--- src/rtl/seq_gen_pkg.sv ---
// Shared types and helpers for the serial sequence generator.
package seq_gen_pkg;

  typedef enum logic [1:0] {
    IDLE = 2'b00,
    SEND = 2'b01,
    GAP  = 2'b10
  } state_t;

  localparam logic [3:0] PAT_1010 = 4'b1010;

  // A zero or oversized length means "send the whole pattern".
  function automatic int unsigned eff_len(input int unsigned len, input int unsigned pat_w);
    return ((len == 0) || (len > pat_w)) ? pat_w : len;
  endfunction

endpackage

--- src/rtl/seq_gen_shifter.sv ---
// Holds the latched pattern, its effective length and the current bit index.
// Exposes the bits the transmitter may present next so it can register them.
module seq_gen_shifter
  import seq_gen_pkg::*;
#(
  parameter int unsigned PAT_W = 8,
  parameter int unsigned LEN_W = 4
) (
  input  logic             clk,
  input  logic             rst,
  input  logic             load,
  input  logic             restart,
  input  logic             advance,
  input  logic [PAT_W-1:0] pattern,
  input  logic [LEN_W-1:0] len,
  output logic             load_bit_c,
  output logic             next_bit_c,
  output logic             first_bit_c,
  output logic             last_bit_c
);

  localparam logic [LEN_W-1:0] ONE = LEN_W'(1);

  logic [PAT_W-1:0] pat_q;
  logic [LEN_W-1:0] len_q;
  logic [LEN_W-1:0] idx_q;
  logic [LEN_W-1:0] load_len;
  logic [PAT_W-1:0] load_sh;
  logic [PAT_W-1:0] next_sh;
  logic [PAT_W-1:0] first_sh;

  // Bit selection through shifts keeps index widths independent of PAT_W.
  always_comb begin
    load_len    = LEN_W'(eff_len(32'(len), PAT_W));
    load_sh     = pattern >> (load_len - ONE);
    next_sh     = pat_q >> (idx_q - ONE);
    first_sh    = pat_q >> (len_q - ONE);
    load_bit_c  = load_sh[0];
    next_bit_c  = next_sh[0];
    first_bit_c = first_sh[0];
    last_bit_c  = (idx_q == '0);
  end

  // Pattern capture and MSB-first index walk.
  always_ff @(posedge clk) begin
    if (!rst) begin
      pat_q <= '0;
      len_q <= '0;
      idx_q <= '0;
    end else if (load) begin
      pat_q <= pattern;
      len_q <= load_len;
      idx_q <= load_len - ONE;
    end else if (restart) begin
      idx_q <= len_q - ONE;
    end else if (advance) begin
      idx_q <= idx_q - ONE;
    end
  end

endmodule

--- src/rtl/seq_gen_tx.sv ---
// Serial pattern transmitter: repeats a latched pattern MSB-first over a
// valid/ready bit interface with optional idle gaps between frames.
module seq_gen_tx
  import seq_gen_pkg::*;
#(
  parameter int unsigned PAT_W    = 8,
  parameter int unsigned LEN_W    = 4,
  parameter int unsigned GAP_CYC  = 0,
  parameter logic        IDLE_LVL = 1'b0
) (
  input  logic             clk,
  input  logic             rst,
  input  logic             start,
  input  logic             abort,
  input  logic [PAT_W-1:0] pattern,
  input  logic [LEN_W-1:0] len,
  input  logic [7:0]       repeat_cnt,
  input  logic             bit_ready,
  output logic             bit_out,
  output logic             bit_valid,
  output logic             frame_start,
  output logic             busy,
  output logic             done
);

  localparam int unsigned      GAP_W    = (GAP_CYC != 0) ? $clog2(GAP_CYC + 1) : 1;
  localparam logic [GAP_W-1:0] GAP_LAST = GAP_W'((GAP_CYC != 0) ? GAP_CYC - 1 : 0);
  localparam logic [GAP_W-1:0] GAP_ONE  = GAP_W'(1);

  state_t           state_q, state_d;
  logic [7:0]       frame_q, frame_d;
  logic [GAP_W-1:0] gap_q, gap_d;
  logic             bit_out_d, bit_valid_d, frame_start_d, busy_d, done_d;
  logic             load, restart, advance, xfer;
  logic             load_bit_c, next_bit_c, first_bit_c, last_bit_c;

  seq_gen_shifter #(
    .PAT_W(PAT_W),
    .LEN_W(LEN_W)
  ) u_shifter (
    .clk        (clk),
    .rst        (rst),
    .load       (load),
    .restart    (restart),
    .advance    (advance),
    .pattern    (pattern),
    .len        (len),
    .load_bit_c (load_bit_c),
    .next_bit_c (next_bit_c),
    .first_bit_c(first_bit_c),
    .last_bit_c (last_bit_c)
  );

  assign xfer = bit_valid & bit_ready;

  // Next-state and next-output logic; outputs hold unless a decision changes them.
  always_comb begin
    state_d       = state_q;
    frame_d       = frame_q;
    gap_d         = gap_q;
    bit_out_d     = bit_out;
    bit_valid_d   = bit_valid;
    frame_start_d = frame_start;
    busy_d        = busy;
    done_d        = 1'b0;
    load          = 1'b0;
    restart       = 1'b0;
    advance       = 1'b0;

    if (abort && (state_q != IDLE)) begin
      state_d       = IDLE;
      bit_out_d     = IDLE_LVL;
      bit_valid_d   = 1'b0;
      frame_start_d = 1'b0;
      busy_d        = 1'b0;
    end else begin
      case (state_q)
        IDLE: begin
          bit_out_d     = IDLE_LVL;
          bit_valid_d   = 1'b0;
          frame_start_d = 1'b0;
          busy_d        = 1'b0;
          if (start) begin
            load          = 1'b1;
            state_d       = SEND;
            frame_d       = repeat_cnt;
            bit_out_d     = load_bit_c;
            bit_valid_d   = 1'b1;
            frame_start_d = 1'b1;
            busy_d        = 1'b1;
          end
        end
        SEND: begin
          if (xfer) begin
            if (!last_bit_c) begin
              advance       = 1'b1;
              bit_out_d     = next_bit_c;
              frame_start_d = 1'b0;
            end else if (frame_q != 8'd0) begin
              restart = 1'b1;
              frame_d = frame_q - 8'd1;
              if (GAP_CYC != 0) begin
                state_d       = GAP;
                gap_d         = GAP_LAST;
                bit_out_d     = IDLE_LVL;
                bit_valid_d   = 1'b0;
                frame_start_d = 1'b0;
              end else begin
                bit_out_d     = first_bit_c;
                frame_start_d = 1'b1;
              end
            end else begin
              state_d       = IDLE;
              bit_out_d     = IDLE_LVL;
              bit_valid_d   = 1'b0;
              frame_start_d = 1'b0;
              busy_d        = 1'b0;
              done_d        = 1'b1;
            end
          end
        end
        GAP: begin
          if (gap_q == '0) begin
            state_d       = SEND;
            bit_out_d     = first_bit_c;
            bit_valid_d   = 1'b1;
            frame_start_d = 1'b1;
          end else begin
            gap_d = gap_q - GAP_ONE;
          end
        end
        default: begin
          state_d       = IDLE;
          bit_out_d     = IDLE_LVL;
          bit_valid_d   = 1'b0;
          frame_start_d = 1'b0;
          busy_d        = 1'b0;
        end
      endcase
    end
  end

  // State, counters and registered outputs.
  always_ff @(posedge clk) begin
    if (!rst) begin
      state_q     <= IDLE;
      frame_q     <= '0;
      gap_q       <= '0;
      bit_out     <= IDLE_LVL;
      bit_valid   <= 1'b0;
      frame_start <= 1'b0;
      busy        <= 1'b0;
      done        <= 1'b0;
    end else begin
      state_q     <= state_d;
      frame_q     <= frame_d;
      gap_q       <= gap_d;
      bit_out     <= bit_out_d;
      bit_valid   <= bit_valid_d;
      frame_start <= frame_start_d;
      busy        <= busy_d;
      done        <= done_d;
    end
  end

endmodule

--- config.mk ---
export PLATFORM = sky130hd
export DESIGN_NAME = seq_gen_tx
export DESIGN_NICKNAME = d
export VERILOG_FILES = /design/src/rtl/seq_gen_pkg.sv /design/src/rtl/seq_gen_shifter.sv /design/src/rtl/seq_gen_tx.sv
export SDC_FILE = /design/constraint.sdc
export NUM_CORES = 1
export LEC_CHECK = 0
export ABC_AREA = 1
export BUFFER_PORTS_ARGS = -buffer_cell sky130_fd_sc_hd__buf_2
export CAP_MARGIN = 40
export CELL_PAD_IN_SITES_DETAIL_PLACEMENT = 0
export CELL_PAD_IN_SITES_GLOBAL_PLACEMENT = 1
export CORE_MARGIN = 2
export CORE_UTILIZATION = 42
export DETAILED_ROUTE_END_ITERATION = 16
export HOLD_SLACK_MARGIN = 0.12
export PLACE_DENSITY_LB_ADDON = 0.1
export SYNTH_ARGS = -nofsm -noshare
export SYNTH_HDL_FRONTEND = slang
export SYNTH_SLANG_ARGS = --single-unit
--- constraint.sdc ---
create_clock -name clk -period 2.6 [get_ports clk]
set_clock_uncertainty 0.15 [all_clocks]
set_input_delay 0.39 -clock clk [delete_from_list [all_inputs] [get_ports clk]]
set_output_delay 0.39 -clock clk [all_outputs]
set_load 0.1 [all_outputs]
* Word-level counts from Yosys, hierarchy flattened *
Index checks and enable logic that the tools add are counted.
Widths: inputs -> output; s select.

storage, ports and cells
  memories = 0
  ROM bits = 0
  logic and storage cells = 95
  output and inout bits = 5
  RAM bits = 0
  latch bits = 0
  bits of input ports = 25
  register bits = 32

cells by class
  $lt $le $gt $ge = 1
  eq/ne operators = 8
  multiply operators = 0
  add/sub/neg operators = 5
  bitwise logic cells = 7
  shift-type cells = 3
  reduce and logical (&&, ||, !) cells = 17
  muxes and demuxes = 43
  div/mod/pow operators = 0

operators with widths
  cell                 count
  $mux 8               4
  $mux 1               24
  $shr 8x4->1          3
  $mux 4               4
  $pmux 8 s2           1
  $ne 2x2->1 const B   6
  $pmux 1 s3           4
  $sub 4x1->4 const B  3
  $mux 2               5
  $logic_not 4->1      2
  $reduce_and 4->1     2
  $reduce_bool 8->1    1
  $sub 8x1->8 const B  1
  $not 1->1            6
  $pmux 2 s3           1
  $reduce_and 6->1     1
  $reduce_and 5->1     1
  $reduce_or 5->1      1
  $gt 4x4->1 const B   1
  $reduce_and 2->1     2
  $reduce_bool 2->1    2
  $reduce_bool 3->1    1
  $eq 2x1->1 const B   1
  $eq 2x2->1 const B   1
  other kinds (6)      6

* Longest topological paths before layout *
  depth in word-level cells = 8
  mapped depth = 11
  depth with buffers taken out = 11

* Modules after synthesis *
From an unflattened synthesis, not the netlist that was laid out.

second synthesis, totals
  cell total of the unflattened synthesis = 300
  area total of the unflattened synthesis = 1900.6 um2

modules (own cells, without submodules)
  module           instances  seq. area each (um2)  area an instance (um2)  cells each
  seq_gen_shifter  1          320.3                 1043.5                  154
  seq_gen_tx       1          260.2                 857.1                   146

* Worst setup path after synthesis *
OpenSTA, ideal clock, no wires.

  kind = register -> register
  start point = register bit_valid
  end point = register frame_q[0]
  clock period less this slack = 2144 ps
  buffers on the path = 0
  stages on the path, launching flop included = 8
  library setup time = 117 ps
  setup slack = 456 ps
  arrival = 1878 ps
  required time = 2333 ps
  cell sequence = dfxtp_1 > nand2_1 > nor2_2 > nand3_4 > nand2_4 > inv_4 > o21ai_1 > a21oi_1

on the way
  longest elaborated chain between the ends = 3

RTL lines
  element                            RTL line           source
  start, declared                    seq_gen_tx.sv:20   output logic bit_valid,
  start signal, assigned             seq_gen_tx.sv:159  bit_valid <= bit_valid_d;
  $and 1x1->1                        seq_gen_tx.sv:54   assign xfer = bit_valid & bit_ready;
  $ne 2x2->1 (no source line)        --
  $reduce_and 6->1 (no source line)  --
  end signal, assigned               seq_gen_tx.sv:156  frame_q <= frame_d;
  end, declared                      seq_gen_tx.sv:31   logic [7:0] frame_q, frame_d;

No other way between the ends.
A chain may end at the register's enable or synchronous reset.

* Worst setup path after layout *
  start point = register u_shifter.idx_q[0]
  end point = register u_shifter.idx_q[0]

on the way
  longest elaborated chain between the ends = 7
  elaborated cells on any way between the ends = 14
  classes of those cells = add/sub: 1; mux: 11; reduce/logical: 2

RTL lines
  element                 RTL line               source
  start, declared         seq_gen_shifter.sv:26  logic [LEN_W-1:0] idx_q;
  start signal, assigned  seq_gen_shifter.sv:53  idx_q <= load_len - ONE;
  start signal, assigned  seq_gen_shifter.sv:55  idx_q <= len_q - ONE;
  start signal, assigned  seq_gen_shifter.sv:57  idx_q <= idx_q - ONE;
  $logic_not 4->1         seq_gen_shifter.sv:41  last_bit_c = (idx_q == '0);
  $mux 1                  --
  $mux 1                  seq_gen_tx.sv:94       if (xfer) begin
  $mux 1                  seq_gen_tx.sv:77       case (state_q)
  $mux 1                  seq_gen_tx.sv:70       if (abort && (state_q != IDLE)) begin
  $mux 4                  seq_gen_shifter.sv:54  end else if (restart) begin
  $mux 4                  seq_gen_shifter.sv:50  end else if (load) begin

Several ways; a longest one is shown, not always the timed one. The select of a mux whose other input is x is not followed.

==> summary.md <==
| Metric | Value |
|---|---|
| R2R Path Start | `u_shifter.idx_q[0]` |
| Initial DRT Pass Iterations | `4` |
| Vias | `1,850` |
| Final hold viol count | `0` |
| Pwr Total | `1.37 mW` |
| Crit path kind | `reg -> reg` |
| Post-Syn Instances | `280` |
| Max FO, Critical Path | `9` |
| Synth Area in Simple Gates | `36.0%` |
| Clock Sink Count | `29` |
| Peak supply drop | `382 µV` |
| WL met1 | `2180 µm` |
| Placer Congestion | `0.834` |
| Core box area | `4030 µm²` |
| Commonest non-fill, non-tap cell in the layout | `nand2_1` |
| Die area | `4770 µm²` |
| Critical path capture point type | `register` |
| Setup crit start kind | `register` |
| Crit path max-delay cell type | `dfxtp_1` |
| F_max | `0.527 GHz` |
| Worst Setup EP | `u_shifter.idx_q[0]` |
| Setup crit start | `u_shifter.idx_q[0]` |
| Met2 Wirelength | `1920 µm` |
| Ports | `30` |
| Distinct cells, synth | `28` |
| Critical path required time | `2.67 ns` |
| PortBufs | `29` |
| Worst path cell trace | `inv_1 -> ha_1 -> nand2_1 -> nor2_2 -> nand3_4 -> nand2_4 -> inv_4 -> nand3_1 -> a21oi_1` |
| Register area share after synthesis | `32.6%` |
| Worst min path class | `in -> reg` |
| Tcrit/Tclk final | `73.0%` |
| Antenna violations before repair | `0` |
| Clock Path Buffers | `2` |
| Post-Synth Adder-Cell Area | `2.81%` |
| Slew of the pin with the lowest slew margin | `0.488 ns` |
| RR Endpoint | `u_shifter.idx_q[0]` |
| Setup-failing EPs final | `0` |
| Power per standard cell area | `669 nW/µm²` |
| Vias in the first global route | `1,684` |
| Detail Placement HPWL | `3370 µm` |
| Clk pin slew, worst setup/hold paths | `0.07 ns` |
| Die Span X | `69.1 µm` |
| Ratio of cells with drive above 1 in the final layout | `16.8%` |
| RSZ-0062 raised after global routing | `no` |
| GRT overflow | `0` |
| First-pass GRT wire length | `7650 µm` |
| Mux contribution to synthesized area | `0%` |
| Antenna cell count | `0` |
| Die Height | `69.1 µm` |
| Routed WL | `4490 µm` |
| Crit path arrival time | `1.97 ns` |
| Antenna viol nets, final | `0` |
| Cts repair resizes | `0` |
| GRT Total Usage | `19.7%` |
| Max-slew headroom | `67.7%` |
| Post-Synth XOR/XNOR Area | `1.97%` |
| Max-slew violation count | `0` |
| Clk_lat worst skew | `0.28 ns` |
| Row count | `23` |
| Top sig layer | `met4` |
| Total negative slack | `0 ns` |
| Largest net degree at the start of global routing | `21` |
| Reg2reg path depth | `9` |
| Compound-gate portion of the synthesized area | `16.9%` |
| Max Cap Violations | `0` |
| Met3 wire len | `330 µm` |
| Status | `finished clean` |
| Avg WL per Cell | `12.5 µm` |
| Vias per cell | `5.15` |
| Final core utilization | `50.7%` |
| Post-CTS setup repair buffer count | `0` |
| Mapped Nets | `309` |
| Lkg Pwr | `0.969 nW` |
| Post-synthesis average cell area | `6.35 µm²` |
| Initial Util | `44.2%` |
| Root Buffer | `clkbuf_8` |
| Main combinational cell family by area after synthesis | `simple AND/OR/NAND/NOR gates` |
| Drt drc | `0` |
| Commonest cells after routing, fill and taps aside | `nand2_1 (72), o21ai_0 (30)` |
| Min cycle time layout | `1.90 ns` |
| First DRT Iteration DRCs | `96` |
| Worst path max stage delay | `0.47 ns` |
| #FFs+latches synth | `29` |
| CTS tree | `yes` |
| R2r setup slk | `0.70 ns` |
| Depth of the CTS H-tree | `2` |
| CTS buffer count | `5` |
| Syn. warnings | `0` |
| Final nets | `337` |
| Hold-fix buffers at CTS | `0` |
| Area Overhead vs Synth | `14.9%` |
| Post-Syn Area | `1780 µm²` |
==> per-layer routing <==
layer | up-vias | track usage (%)
met5 | - | 0
met4 | 0 | 8.71
met3 | 6 | 3.80
met2 | 53 | 29.2
met1 | 819 | 27.8
li1 | 972 | -
==> how the worst min path moves through the flow <==
stage	slack, ns	from	cells past startpoint	end
floorplan	0.29	u_shifter.pat_q[5]	2	u_shifter.pat_q[5]
global placement	0.30	frame_q[7]	2	frame_q[7]
detailed placement	0.31	frame_q[7]	2	frame_q[7]
CTS	0.22	pattern[1]	3	u_shifter.pat_q[1]
global route	0.25	pattern[1]	3	u_shifter.pat_q[1]
finish	0.22	pattern[1]	3	u_shifter.pat_q[1]
==> per-stage QoR <==
step	std cells	area (µm²)	hold slack [ns]	setup WS [ns]
global route	359	2040	0.247	0.505
floorplan	280	1780	0.287	0.456
finish	359	2040	0.219	0.702
detailed placement	351	1940	0.306	0.729
CTS	359	2040	0.217	0.713
global placement	351	1940	0.300	0.764
==> synthesized netlist by cell type <==
cell type,count,area share [%]
nand2_1,72,15
buf_2,3,0.84
inv_1,26,5.5
o21ai_1,6,1.7
nor2_2,2,0.70
nand3_2,2,1.1
clkbuf_1,1,0.21
nor4_1,1,0.35
buf_6,1,0.63
buf_1,1,0.21
inv_2,3,0.63
o211ai_1,1,0.42
clkbuf_2,2,0.56
o21a_1,1,0.42
ha_1,4,2.8
nand3_4,1,0.98
nor2_1,29,6.1
inv_4,2,0.70
nand2_2,2,0.70
buf_4,1,0.42
nand4_1,4,1.4
a21oi_1,21,5.9
nor2_4,1,0.63
xnor2_1,4,2.0
o21ai_0,30,8.4
nand2_4,1,0.63
nand3_1,29,8.2
dfxtp_1,29,33
==> cells by family after synthesis <==
logic type,Yosys count
AOI/OAI and AO/OA,59
xor gates and xnor gates,4
adders and majority gates,4
buffers and inverters,40
DFF,29
and+or+nand+nor,144
==> area by class of cell <==
type,instances,area [µm²]
Fill cell,432,1980
Multi-Input combinational cell,211,1030
Sequential cell,29,581
Timing Repair Buffer,30,153
Inverter,31,121
Clock buffer,7,96.3
Tap cell,50,62.6
Clock inverter,1,5.00
==> critical path: cells and delay by family, from the launching register on <==
family | cells | cell delay (ns)
AO/OA/AOI/OAI | 1 | 0.14
adder cells (fa/ha/maj) | 1 | 0.27
buffers and inverters | 2 | 0.30
flip-flops | 1 | 0.47
AND/OR/NAND/NOR | 5 | 0.51
==> report_power, final <==
part           internal, mW  switching, mW  total [mW]
combinational         0.138          0.284       0.422
clock                 0.239          0.182       0.421
sequential            0.489         0.0359       0.525
==> sequential cells by signal (all words and copies together) (netlist names) <==
name and count:
state_q 1, bit_valid 1, u_shifter.len_q 4, frame_q 8, u_shifter.pat_q 8, u_shifter.idx_q 4
done 1, bit_out 1, frame_start 1
No activity file was read; power rests on OpenSTA's default activity.
